**config.mk**
```make
export PLATFORM = sky130hd
export DESIGN_NAME = sa_ctrl
export DESIGN_NICKNAME = d
export VERILOG_FILES = /design/src/rtl/sa_ctrl.sv
export SDC_FILE = /design/constraint.sdc
export NUM_CORES = 1
export LEC_CHECK = 0
export CORE_AREA = 4 4 100 102
export CTS_CLUSTER_SIZE = 25
export DETAILED_ROUTE_END_ITERATION = 10
export DIE_AREA = 0 0 104 106
export PLACE_DENSITY = 0.71
export SETUP_SLACK_MARGIN = 0.3
export SYNTH_ARGS = -nofsm -noshare
export SYNTH_HDL_FRONTEND = slang
export SYNTH_SLANG_ARGS = --single-unit
```
**constraint.sdc**
```tcl
create_clock -name clk -period 5.1 [get_ports clk]
set_input_delay 0.51 -clock clk [delete_from_list [all_inputs] [get_ports clk]]
set_output_delay 0.51 -clock clk [all_outputs]
set_load 0.02 [all_outputs]
```
**src/rtl/sa_ctrl.sv**
```systemverilog
// Job sequencer for a ROWS x COLS weight-stationary systolic array.
// It preloads the weights, streams the input vectors, drains the array, and drives the buffer read/write ports.
module sa_ctrl #(
  parameter int ROWS   = 4,
  parameter int COLS   = 4,
  parameter int ADDR_W = 8,
  parameter int M_W    = 8
) (
  input  logic              clk,
  input  logic              rst_n,
  input  logic              start,
  input  logic              abort,
  input  logic [ADDR_W-1:0] cfg_w_base,
  input  logic [ADDR_W-1:0] cfg_in_base,
  input  logic [ADDR_W-1:0] cfg_out_base,
  input  logic [M_W-1:0]    cfg_m,
  input  logic              out_ready,
  output logic              busy,
  output logic              done,
  output logic [1:0]        state,
  output logic              w_rd_en,
  output logic [ADDR_W-1:0] w_rd_addr,
  output logic              in_rd_en,
  output logic [ADDR_W-1:0] in_rd_addr,
  output logic              sa_preload,
  output logic              sa_en,
  output logic              sa_in_zero,
  output logic              out_wr_en,
  output logic [ADDR_W-1:0] out_wr_addr
);

  localparam int LAT = ROWS + COLS - 1;

  localparam logic [1:0] ST_IDLE    = 2'd0;
  localparam logic [1:0] ST_PRELOAD = 2'd1;
  localparam logic [1:0] ST_STREAM  = 2'd2;
  localparam logic [1:0] ST_FLUSH   = 2'd3;

  logic [1:0]        r_state;
  logic [ADDR_W-1:0] r_w_base;
  logic [ADDR_W-1:0] r_in_base;
  logic [ADDR_W-1:0] r_out_base;
  logic [M_W-1:0]    r_m;
  logic [ADDR_W-1:0] r_k;
  logic [M_W-1:0]    r_j;
  logic [M_W-1:0]    r_n;
  logic              r_done;
  logic              r_rd_q;
  logic              r_preload;
  logic [LAT-1:0]    r_vpipe;

  logic w_abort;
  logic w_accept;
  logic w_hold;
  logic w_in_rd;
  logic w_sa_en;
  logic w_out_wr;
  logic w_last_rd;
  logic w_last_wr;

  // Handshake and stall decode shared by both register blocks
  always_comb begin
    w_abort   = abort && (r_state != ST_IDLE);
    w_accept  = (r_state == ST_IDLE) && start && (cfg_m != {M_W{1'b0}});
    w_hold    = ((r_state == ST_STREAM) || (r_state == ST_FLUSH)) && !out_ready;
    w_in_rd   = (r_state == ST_STREAM) && out_ready;
    w_sa_en   = (r_rd_q || (r_state == ST_FLUSH)) && out_ready;
    w_out_wr  = r_vpipe[LAT-1] && w_sa_en;
    w_last_rd = w_in_rd && (r_j == (r_m - M_W'(1)));
    w_last_wr = w_out_wr && (r_n == (r_m - M_W'(1)));
  end

  // Outputs decoded only from registers, except where out_ready gates the current cycle
  always_comb begin
    busy        = (r_state != ST_IDLE);
    done        = r_done;
    state       = r_state;
    w_rd_en     = (r_state == ST_PRELOAD);
    w_rd_addr   = (r_state == ST_PRELOAD) ? (r_w_base + r_k) : {ADDR_W{1'b0}};
    in_rd_en    = w_in_rd;
    in_rd_addr  = (r_state == ST_STREAM) ? (r_in_base + ADDR_W'(r_j)) : {ADDR_W{1'b0}};
    sa_preload  = r_preload;
    sa_en       = w_sa_en;
    sa_in_zero  = w_sa_en && !r_rd_q;
    out_wr_en   = w_out_wr;
    out_wr_addr = (r_state != ST_IDLE) ? (r_out_base + ADDR_W'(r_n)) : {ADDR_W{1'b0}};
  end

  // Job FSM, latched configuration, preload/read counters and done pulse
  always_ff @(posedge clk or negedge rst_n) begin
    if (!rst_n) begin
      r_state    <= ST_IDLE;
      r_w_base   <= {ADDR_W{1'b0}};
      r_in_base  <= {ADDR_W{1'b0}};
      r_out_base <= {ADDR_W{1'b0}};
      r_m        <= {M_W{1'b0}};
      r_k        <= {ADDR_W{1'b0}};
      r_j        <= {M_W{1'b0}};
      r_done     <= 1'b0;
    end else if (w_abort) begin
      r_state <= ST_IDLE;
      r_k     <= {ADDR_W{1'b0}};
      r_j     <= {M_W{1'b0}};
      r_done  <= 1'b0;
    end else begin
      r_done <= 1'b0;
      case (r_state)
        ST_IDLE: begin
          if (w_accept) begin
            r_w_base   <= cfg_w_base;
            r_in_base  <= cfg_in_base;
            r_out_base <= cfg_out_base;
            r_m        <= cfg_m;
            r_k        <= {ADDR_W{1'b0}};
            r_j        <= {M_W{1'b0}};
            r_state    <= ST_PRELOAD;
          end else if (start) begin
            // An empty job completes immediately without touching any buffer
            r_done <= 1'b1;
          end else begin
            r_state <= ST_IDLE;
          end
        end
        ST_PRELOAD: begin
          if (r_k == ADDR_W'(ROWS - 1)) begin
            r_k     <= {ADDR_W{1'b0}};
            r_state <= ST_STREAM;
          end else begin
            r_k <= r_k + ADDR_W'(1);
          end
        end
        ST_STREAM: begin
          if (w_in_rd) begin
            r_j <= r_j + M_W'(1);
            if (w_last_rd) begin
              r_state <= ST_FLUSH;
            end else begin
              r_state <= ST_STREAM;
            end
          end else begin
            r_j <= r_j;
          end
        end
        ST_FLUSH: begin
          if (w_last_wr) begin
            r_state <= ST_IDLE;
            r_done  <= 1'b1;
          end else begin
            r_state <= ST_FLUSH;
          end
        end
        default: begin
          r_state <= ST_IDLE;
        end
      endcase
    end
  end

  // Read-latency tracking, valid pipe and output write counter
  always_ff @(posedge clk or negedge rst_n) begin
    if (!rst_n) begin
      r_rd_q    <= 1'b0;
      r_preload <= 1'b0;
      r_vpipe   <= {LAT{1'b0}};
      r_n       <= {M_W{1'b0}};
    end else if (w_abort || w_accept) begin
      r_rd_q    <= 1'b0;
      r_preload <= 1'b0;
      r_vpipe   <= {LAT{1'b0}};
      r_n       <= {M_W{1'b0}};
    end else begin
      r_preload <= (r_state == ST_PRELOAD);
      // During a stall the pending read data is held, so its flag must be held too
      if (!w_hold) begin
        r_rd_q <= w_in_rd;
      end else begin
        r_rd_q <= r_rd_q;
      end
      if (w_sa_en) begin
        r_vpipe <= {r_vpipe[LAT-2:0], r_rd_q};
      end else begin
        r_vpipe <= r_vpipe;
      end
      if (w_out_wr) begin
        r_n <= r_n + M_W'(1);
      end else begin
        r_n <= r_n;
      end
    end
  end

endmodule
```
==> flow_summary_export.csv, run 1 <==
group,metric,value,unit
status,status,"completed",
route,drc_errors,0,
place,portBuffers,70,
run,maxCapViolCount,0,
worst_setup_path,slowest_delay,0.62,ns
logic_synthesis,yosysUniqueCellTypes,57,
route,drtIter0Drc,178,
layout,num_antenna_cells,0,
layout,final_cell_mix,"clkdlybuf4s50_1, dfrtp_1, nand2_1",
cts,cts_sinks,68,
worst_setup_path,critPathSlowestCell,"clkdlybuf4s50_1",
global_route,antenna_found_initial,0,
sta,max_freq,274,MHz
layout,area_growth_syn_to_layout,21.8,%
layout,drive_gt1_frac,0.123,
floorplanning,dieArea,0.0110,mm2
global_route,grt_pass1_wl,16.6,mm
sta,setup_tns,0,ns
cts,hold_buffers,0,
floorplanning,design.core.area,0.00911,mm2
global_route,overflow,0,
worst_setup_path,critPathBufInv,1,
sta,post-route-min-period,3.66,ns
power_and_ir_drop,finalPower,2.56,mW
sta,holdWs,0.0566,ns
worst_setup_path,crit_path_end_kind,"primary output",
logic_synthesis,syn_avg_cell_area,9.80,um2
place,dp_hpwl,7.27,mm
sta,worstMarginPinSlew,0.855,ns
layout,seq_area,0.00170,mm2
route,vias_per_cell,5.52,
floorplanning,die_w,104,um
worst_setup_path,r2r_start,"state[0]$_DFFE_PN0P_",
power_and_ir_drop,vdd_drop_max,292,uV
sta,report.final.slew_viol_count,0,
logic_synthesis,synth_cells,451,
worst_setup_path,regToRegSetupSlack,1.84,ns
cts,cts-root-buf,"clkbuf_8",
floorplanning,rows,35,
logic_synthesis,synth_seq_cells,68,
logic_synthesis,ys_warn_count,0,
sta,fin_crit_sh,0.717,
place,globalplace.congestion,0.848,
power_and_ir_drop,powerDensity,475,mW/mm2
min_path,min_path_type,"in -> async",
cts,cts_setup_buffers,0,
worst_setup_path,timing.rr.end,"r_j[7]$_DFFE_PN0P_",
worst_setup_path,path_cells,"ha_1 > a21o_1 > a21oi_1 > o21bai_1 > a2111oi_0 > o21ai_0 > a21oi_1 > clkdlybuf4s50_1",
worst_setup_path,path_common_cell,"a21oi_1",
sta,finClkSkew,0.0138,ns
worst_setup_path,critPathRequiredTime,4.59,ns
layout,nets,585,
sta,rsz0062_at_grt,"no",
logic_synthesis,synthesis.nets,520,
cts,cts_tree,"built",
cts,cts.clk_slew.worst_paths,0.09,ns
cts,clk-insertion-delay-late,0.36,ns
cts,clockBufferDepth,2,
logic_synthesis,yosys_most_used_dff,"dfrtp_1",
logic_synthesis,ys_seq_area_frac,0.385,
logic_synthesis,synth_edf_count,0,
logic_synthesis,async_flop_share,1.00,
cts,cts_made_buffers,9,
worst_setup_path,r2r_cells,8,
route,ant_nets,0,
worst_setup_path,cpLargestDelayFamily,"compound AO/OA/AOI/OAI gates",
cts,cts_resized,0,
power_and_ir_drop,cellLeakagePower,2.35,nW
floorplanning,die-height,106,um
floorplanning,io_pins,71,
sta,slew_headroom,0.429,
worst_setup_path,start_kind,"register",
worst_setup_path,critPathKind,"reg -> out",
route,wl_per_cell,15.6,um
worst_setup_path,cp_max_fo,6,
global_route,grt_max_degree,53,
sta,setup_viol,0,
global_route,grt_pass1_vias,3409,
global_route,grt_use_total,0.185,
floorplanning,initial_core_util,0.485,
logic_synthesis,syn-cell-area,0.00442,mm2
layout,multiInputGateArea,0.00256,mm2
layout,fill_cells,754,
layout,final_common_cell,"clkdlybuf4s50_1",
sta,hold_viol,0,
worst_setup_path,critPathArrivalTime,3.15,ns
route,drt-total-wl,9.85,mm
cts,htree_levels,3,
route,vias,3488,
route,dr.pass1.iters,4,
-- worst reg2reg max path, delay by kind of cell, from the launching register on --
family	cells	cell delay, ns
flip-flops	1	0.44
buffers and inverters	1	0.16
adder cells (fa/ha/maj)	1	0.49
AND/OR/NAND/NOR	2	0.33
AO/OA/AOI/OAI	3	1.57
XOR/XNOR	1	0.16
-- cells in the mapped netlist, types with 3 or more instances --
| master | instances | share of area |
|---|---|---|
| nor3b_1 | 3 | 0.0051 |
| a21oi_1 | 34 | 0.039 |
| nand3_1 | 11 | 0.012 |
| o21bai_1 | 6 | 0.010 |
| clkbuf_1 | 13 | 0.011 |
| a2111oi_0 | 4 | 0.0079 |
| nor2_1 | 33 | 0.028 |
| dfrtp_1 | 68 | 0.39 |
| xnor2_1 | 25 | 0.050 |
| o21ai_0 | 29 | 0.033 |
| and3_1 | 4 | 0.0057 |
| a21o_1 | 7 | 0.012 |
| ha_1 | 29 | 0.082 |
| and2_1 | 10 | 0.014 |
| nor2b_1 | 5 | 0.0071 |
| nand2b_1 | 4 | 0.0057 |
| or3_1 | 9 | 0.013 |
| xor2_1 | 20 | 0.040 |
| nand4_1 | 5 | 0.0071 |
| inv_1 | 17 | 0.014 |
| fa_1 | 3 | 0.014 |
| mux2_2 | 29 | 0.074 |
| o31ai_1 | 4 | 0.0068 |
| nand2_1 | 36 | 0.031 |
-- registers in the layout, indices dropped and copies added (netlist names) --
register / flops
r_w_base: 8
r_in_base: 8
r_vpipe: 7
sa_preload: 1
done: 1
r_k: 8
r_out_base: 8
r_j: 8
r_m: 8
state: 2
r_n: 8
r_rd_q: 1
-- metrics by stage --
step	std cells	area (um2)	setup slack, ns	utilization
5_1_grt	632	5380	1.29	0.591
3_3_place_gp	616	5180	1.91	0.569
4_1_cts	632	5380	1.47	0.591
2_1_floorplan	451	4420	2.39	-
6_report	632	5380	1.44	0.591
3_5_place_dp	616	5180	1.85	0.569
-- how the worst max path moves through the flow --
stage | startpoint | to | depth (start not counted)
final | r_n[1]$_DFFE_PN0P_ | out_wr_addr[7] | 8
after global routing | r_n[1]$_DFFE_PN0P_ | out_wr_addr[7] | 8
after CTS | r_n[1]$_DFFE_PN0P_ | out_wr_addr[7] | 8
after detailed placement | r_n[1]$_DFFE_PN0P_ | out_wr_addr[7] | 8
after global placement | state[0]$_DFFE_PN0P_ | r_j[7]$_DFFE_PN0P_ | 8
after floorplan | r_k[1]$_DFFE_PN0P_ | w_rd_addr[7] | 7
-- area by class of cell --
class	count	share of cell area
Sequential cell	68	0.316
Inverter	19	0.0132
Timing Repair Buffer	72	0.132
Clock inverter	7	0.0142
Clock buffer	9	0.0230
Tap cell	111	0.0258
Multi-Input combinational cell	346	0.476
-- power by group --
group	switching, mW	leakage, nW	internal, mW	total (mW)
Clock	0.234	0.0958	0.228	0.462
Combinational	0.638	1.38	0.602	1.24
Sequential	0.170	0.877	0.687	0.857
-- cells by family (layout without fill, tap and decap cells) --
logic type | after synthesis | after routing | synth area share
xor+xnor | 48 | 48 | 0.105
buf+inv | 37 | 107 | 0.0379
fa+ha+maj | 33 | 33 | 0.0980
mux | 30 | 30 | 0.0762
simple gates | 136 | 136 | 0.160
compound gates | 99 | 99 | 0.138
flops | 68 | 68 | 0.385
-- routing by layer --
metal	wire, um	GRT usage
met5	0	0
met4	162	0.0608
met3	391	0.0358
met2	4540	0.300
met1	4750	0.251
No activity file was read; power rests on OpenSTA's default activity.
==> run 2: changes to the inputs <==
--- a/config.mk
+++ b/config.mk
@@ -9,7 +9,7 @@
 export CTS_CLUSTER_SIZE = 25
 export DETAILED_ROUTE_END_ITERATION = 10
 export DIE_AREA = 0 0 104 106
-export PLACE_DENSITY = 0.71
+export PLACE_DENSITY = 0.74
 export SETUP_SLACK_MARGIN = 0.3
 export SYNTH_ARGS = -nofsm -noshare
 export SYNTH_HDL_FRONTEND = slang
==> constraint.sdc (replaced) <==
create_clock -name clk -period 3.01 [get_ports clk]
set_input_delay 0.301 -clock clk [delete_from_list [all_inputs] [get_ports clk]]
set_output_delay 0.301 -clock clk [all_outputs]
set_load 0.02 [all_outputs]
==> run 2 against run 1 <==
Net effect: final cell count is 3.2% higher; total power is 73% higher; final area is 4.2% higher; largest power group unchanged; register-to-register slack worse by 1.4 ns; routed wire length is 1.5% higher; sequential cell count stayed put.
==> flow_summary_export.csv, run 2 (synthesized netlist as in run 1, its figures left out) <==
group,metric,value,unit
worst_setup_path,crit_path_end_kind,"primary output",
power_and_ir_drop,pwr-share-seq,0.322,
global_route,overflow,0,
power_and_ir_drop,power.switching,1.76,mW
sta,post-route-min-period,2.66,ns
route,wl_per_cell,15.3,um
route,vias,3561,
sta,slew_headroom,0.371,
route,drt-total-wl,10.0,mm
sta,worstMarginPinSlew,0.943,ns
worst_setup_path,regToRegSetupSlack,0.47,ns
route,ant_nets,0,
sta,fin_crit_sh,0.883,
layout,fill_cells,776,
cts,clk-insertion-delay-late,0.35,ns
floorplanning,io_pins,71,
power_and_ir_drop,finalPower,4.44,mW
layout,drive_gt1_frac,0.198,
cts,htree_levels,3,
power_and_ir_drop,vdd_drop_max,372,uV
cts,cts_tree,"built",
sta,report.final.slew_viol_count,0,
power_and_ir_drop,powerDensity,791,mW/mm2
cts,cts_made_buffers,9,
global_route,antenna_found_initial,0,
power_and_ir_drop,cellLeakagePower,2.52,nW
sta,rsz0062_at_grt,"yes",
global_route,grt_pass1_wl,16.9,mm
sta,setup_viol,0,
route,vias_per_cell,5.46,
place,portBuffers,70,
floorplanning,design.core.area,0.00911,mm2
floorplanning,rows,35,
layout,num_antenna_cells,0,
sta,setup_tns,0,ns
place,dp_hpwl,7.50,mm
power_and_ir_drop,pwr-share-clk,0.178,
floorplanning,initial_core_util,0.485,
sta,max_freq,376,MHz
sta,hold_viol,0,
worst_setup_path,start_kind,"register",
floorplanning,die_w,104,um
power_and_ir_drop,power_frac_comb,0.501,
global_route,grt_max_degree,44,
cts,clockBufferDepth,2,
worst_setup_path,critPathRequiredTime,2.71,ns
min_path,min_path_type,"in -> async",
cts,cts.clk_slew.worst_paths,0.07,ns
layout,final_cell_mix,"dfrtp_1, clkdlybuf4s50_1, nand2_1",
layout,area_growth_syn_to_layout,27.0,%
global_route,grt_use_total,0.188,
worst_setup_path,critPathArrivalTime,2.36,ns
sta,holdWs,0.0908,ns
route,dr.pass1.iters,4,
global_route,grt_pass1_vias,3609,
route,drc_errors,0,
floorplanning,die-height,106,um
worst_setup_path,cp_max_fo,2,
floorplanning,dieArea,0.0110,mm2
worst_setup_path,critPathKind,"reg -> out",
sta,finClkSkew,0.00729,ns
place,globalplace.congestion,0.916,
route,drtIter0Drc,135,
cts,cts_sinks,68,
power_and_ir_drop,p_int,2.68,mW
cts,hold_buffers,0,
run,maxCapViolCount,0,
power_and_ir_drop,swShare,0.397,
layout,final_common_cell,"dfrtp_1",
layout,nets,606,
cts,cts-root-buf,"clkbuf_8",
status,status,"completed",
==> run 2: changes by cell type in the layout (fill, tap and decap cells not counted), sizes merged <==
cell,previous run,this run
clkbuf,9,12
clkdlybuf4s50,69,56
buf,3,30
clkdlybuf4s15,0,1
clkinv,5,1
dlygate4sd2,0,6
==> run 2: worst paths after layout <==
path                       cells after the start                     from                   endpoint
max in group asynchronous                      2                    rst_n         r_k[3]$_DFFE_PN0P_
min reg2reg                                    1  r_w_base[3]$_DFFE_PN0P_    r_w_base[3]$_DFFE_PN0P_
max reg2reg                                    8       r_m[0]$_DFFE_PN0P_       state[1]$_DFFE_PN0P_
min in group clk                               1  r_w_base[3]$_DFFE_PN0P_    r_w_base[3]$_DFFE_PN0P_
min                                            1                    rst_n  r_out_base[6]$_DFFE_PN0P_
max                                            9  r_w_base[0]$_DFFE_PN0P_               w_rd_addr[6]
==> run 2: layer usage <==
metal | wire, um | track usage | share of wire
met3 | 429 | 0.0364 | 0.043
met4 | 152 | 0.0655 | 0.015
met1 | 4440 | 0.232 | 0.44
met5 | 0 | 0 | 0
met2 | 4970 | 0.330 | 0.50
==> run 2: timing repair <==
item / in CTS / in global routing
pin swaps: 2 / 20
resized for setup: 44 / 18
setup endpoints to repair: 13 / 12
setup buffers: 2 / 5
cloned: 0 / 0
==> run 2: cell type report <==
| class | count | area, um2 | area share |
|---|---|---|---|
| Sequential cell | 68 | 1700 | 0.303 |
| Multi-Input combinational cell | 346 | 2650 | 0.472 |
| Timing Repair Buffer | 93 | 838 | 0.149 |
| Inverter | 19 | 71.3 | 0.0127 |
| Tap cell | 111 | 139 | 0.0247 |
| Clock buffer | 12 | 165 | 0.0294 |
| Clock inverter | 3 | 45.0 | 0.00803 |
==> run 2: critical path, stage by stage, from the launching register on <==
cell	delay [ns]
dfrtp_1	0.38
ha_1	0.23
fa_2	0.36
a21o_1	0.17
a21oi_2	0.16
o21bai_1	0.11
a21oi_2	0.18
xnor2_1	0.13
and2_1	0.14
buf_4	0.14
==> run 2: through the flow <==
step | worst slack (ns) | utilization | instance area [um2] | std cells
finish | 0.352 | 0.616 | 5610 | 652
global route | 0.218 | 0.616 | 5610 | 652
CTS | 0.0799 | 0.607 | 5530 | 647
detailed placement | 0.0341 | 0.581 | 5290 | 630
global placement | 0.130 | 0.581 | 5290 | 630
floorplan | 0.506 | - | 4420 | 451
==> run 2: power groups by stage <==
stage          clock (mW)  sequential [mW]  combinational [mW]
6_report            0.789             1.43                2.22
3_5_place_dp            0             1.46                2.16
3_3_place_gp            0             1.44                2.10
4_1_cts             0.813             1.44                2.16
5_1_grt             0.855             1.47                2.47
2_1_floorplan           0             1.37                1.56
==> run 3: changes to the inputs <==
--- a/config.mk
+++ b/config.mk
@@ -5,10 +5,12 @@
 export SDC_FILE = /design/constraint.sdc
 export NUM_CORES = 1
 export LEC_CHECK = 0
-export CORE_AREA = 4 4 100 102
+export CELL_PAD_IN_SITES_DETAIL_PLACEMENT = 2
+export CELL_PAD_IN_SITES_GLOBAL_PLACEMENT = 2
+export CORE_AREA = 4 4 125 127
 export CTS_CLUSTER_SIZE = 25
 export DETAILED_ROUTE_END_ITERATION = 10
-export DIE_AREA = 0 0 104 106
+export DIE_AREA = 0 0 129 131
 export PLACE_DENSITY = 0.74
 export SETUP_SLACK_MARGIN = 0.3
 export SYNTH_ARGS = -nofsm -noshare
==> run 3 against run 2 <==
Net effect: worst hold slack better by 0.34 ns; global-route usage is 2.4 points lower; setup slack worse by 0.020 ns; die area is 53% higher.
==> flow_summary_export.csv, run 3 (synthesized netlist as in run 1, its figures left out) <==
group,metric,value,unit
layout,drive_gt1_frac,0.223,
layout,seq_area,0.00170,mm2
power_and_ir_drop,swShare,0.390,
route,wl_per_cell,18.3,um
floorplanning,initial_core_util,0.306,
cts,cts_tree,"built",
place,globalplace.congestion,0.764,
floorplanning,io_pins,71,
route,ant_nets,0,
global_route,overflow,0,
sta,hold_viol,0,
sta,setup_tns,0,ns
cts,cts.clk_slew.worst_paths,0.05,ns
min_path,min_path_type,"in -> async",
floorplanning,rows,44,
sta,worstMarginPinSlew,0.692,ns
cts,cts-root-buf,"clkbuf_16",
worst_setup_path,critPathRequiredTime,2.71,ns
cts,cts_sinks,68,
worst_setup_path,cp_max_fo,5,
sta,max_freq,373,MHz
route,drt-total-wl,13.5,mm
floorplanning,die-height,131,um
power_and_ir_drop,vdd_drop_max,298,uV
floorplanning,dieArea,0.0169,mm2
worst_setup_path,timing.rr.end,"state[1]$_DFFE_PN0P_",
power_and_ir_drop,power.switching,1.95,mW
cts,clk-insertion-delay-late,0.34,ns
global_route,antenna_found_initial,0,
power_and_ir_drop,pwr-share-seq,0.289,
status,status,"completed",
sta,report.final.slew_viol_count,0,
layout,final_common_cell,"dfrtp_1",
route,drtIter0Drc,134,
power_and_ir_drop,p_int,3.04,mW
cts,htree_levels,3,
cts,clockBufferDepth,2,
worst_setup_path,critPathBufInv,2,
global_route,grt_pass1_wl,21.9,mm
global_route,grt_max_degree,29,
worst_setup_path,crit_path_end_kind,"primary output",
sta,holdWs,0.426,ns
sta,finClkSkew,0.00530,ns
worst_setup_path,regToRegSetupSlack,0.46,ns
layout,fill_cells,1563,
route,vias,3775,
place,portBuffers,70,
sta,fin_crit_sh,0.890,
floorplanning,die_w,129,um
cts,cts_made_buffers,9,
power_and_ir_drop,cellLeakagePower,2.67,nW
sta,setup_viol,0,
sta,rsz0062_at_grt,"yes",
layout,final_cell_mix,"dfrtp_1, clkdlybuf4s50_1, buf_4",
worst_setup_path,cpLargestDelayFamily,"compound AO/OA/AOI/OAI gates",
sta,slew_headroom,0.539,
run,maxCapViolCount,0,
worst_setup_path,path_common_cell,"a21oi_2",
worst_setup_path,critPathSlowestCell,"dfrtp_1",
global_route,grt_use_total,0.164,
place,dp_hpwl,9.83,mm
layout,nets,619,
floorplanning,design.core.area,0.0144,mm2
worst_setup_path,r2r_cells,8,
layout,area_growth_syn_to_layout,34.5,%
worst_setup_path,slowest_delay,0.41,ns
sta,post-route-min-period,2.68,ns
worst_setup_path,start_kind,"register",
global_route,grt_pass1_vias,4230,
power_and_ir_drop,pwr-share-clk,0.232,
layout,multiInputGateArea,0.00268,mm2
worst_setup_path,path_cells,"buf_4 > fa_2 > a21o_1 > a21oi_2 > o21bai_1 > a21oi_2 > xor2_1 > nor2_1 > buf_2",
route,dr.pass1.iters,4,
layout,num_antenna_cells,0,
route,drc_errors,0,
route,vias_per_cell,5.11,
worst_setup_path,critPathKind,"reg -> out",
worst_setup_path,critPathArrivalTime,2.38,ns
power_and_ir_drop,power_frac_comb,0.478,
power_and_ir_drop,powerDensity,840,mW/mm2
worst_setup_path,r2r_start,"r_m[0]$_DFFE_PN0P_",
## run 3: cell types whose count changed in the layout (fill, tap and decap cells not counted), sizes merged
cell	before	now
dlymetal6s2s	0	1
dlygate4sd3	0	1
bufinv	1	2
clkdlybuf4s15	1	0
clkbuf	12	11
dlygate4sd2	6	7
clkinv	1	4
clkinvlp	2	0
buf	30	42
clkdlybuf4s50	56	55
## run 3: final cells by class
| type | instances | area share |
|---|---|---|
| flip-flops and latches | 68 | 0.286 |
| repair buffers | 106 | 0.158 |
| inverters | 19 | 0.0120 |
| clock buffers | 11 | 0.0409 |
| clock inverters | 5 | 0.0126 |
| multi-input cells | 346 | 0.451 |
| well taps | 184 | 0.0387 |
## run 3: worst max path at each step
| stage | slack, ns | end | start | depth (start not counted) |
|---|---|---|---|---|
| after floorplan | 0.51 | w_rd_addr[7] | r_k[1]$_DFFE_PN0P_ | 7 |
| after global placement | 0.11 | out_wr_addr[7] | r_out_base[1]$_DFFE_PN0P_ | 8 |
| after detailed placement | -0.02 | in_rd_addr[7] | r_in_base[1]$_DFFE_PN0P_ | 8 |
| after CTS | 0.13 | in_rd_addr[7] | r_in_base[1]$_DFFE_PN0P_ | 8 |
| after global routing | 0.23 | out_wr_addr[6] | r_out_base[1]$_DFFE_PN0P_ | 9 |
| final | 0.33 | out_wr_addr[6] | r_n[1]$_DFFE_PN0P_ | 9 |
## run 3: through the flow
step / cells / total power, mW / instance area, um2 / setup slack, ns / util
CTS: 730 / 4.96 / 5810 / 0.135 / 0.402
detailed placement: 712 / 3.76 / 5450 / -0.0195 / 0.378
floorplan: 451 / 2.92 / 4420 / 0.506 / -
global route: 739 / 5.36 / 5940 / 0.231 / 0.412
finish: 739 / 4.99 / 5940 / 0.331 / 0.412
global placement: 712 / 3.63 / 5450 / 0.114 / 0.378
## run 3: routing by layer
layer | vias up | part of all wire | track usage
met3 | 19 | 0.027 | 0.0236
met1 | 1914 | 0.43 | 0.202
li1 | 1784 | - | -
met5 | - | 0 | 0
met4 | 0 | 0.020 | 0.0593
met2 | 58 | 0.52 | 0.294
## run 3: what timing repair did
action                                  CTS  global route
endpoints found under the setup margin   13            20
gates cloned                              0             0
pin swaps                                 6            15
resized for setup                        48            20
hold buffers                              1             0
setup buffers                             1             9
hold endpoints to repair                 15             0
## run 3: worst reg2reg max path, cell delays in order, from the launching register on
cell	delay, ns
dfrtp_1	0.46
inv_1	0.11
ha_1	0.28
or4b_1	0.53
nor2_2	0.16
xnor3_1	0.24
a41o_1	0.27
and4_1	0.21
a211oi_2	0.20
## run 3: power by group through the flow
stage          Combinational, mW  Clock, mW  Sequential, mW
6_report                    2.39       1.16            1.44
5_1_grt                     2.65       1.22            1.49
4_1_cts                     2.32       1.19            1.45
3_5_place_dp                2.29          0            1.47
3_3_place_gp                2.19          0            1.44
2_1_floorplan               1.56          0            1.37
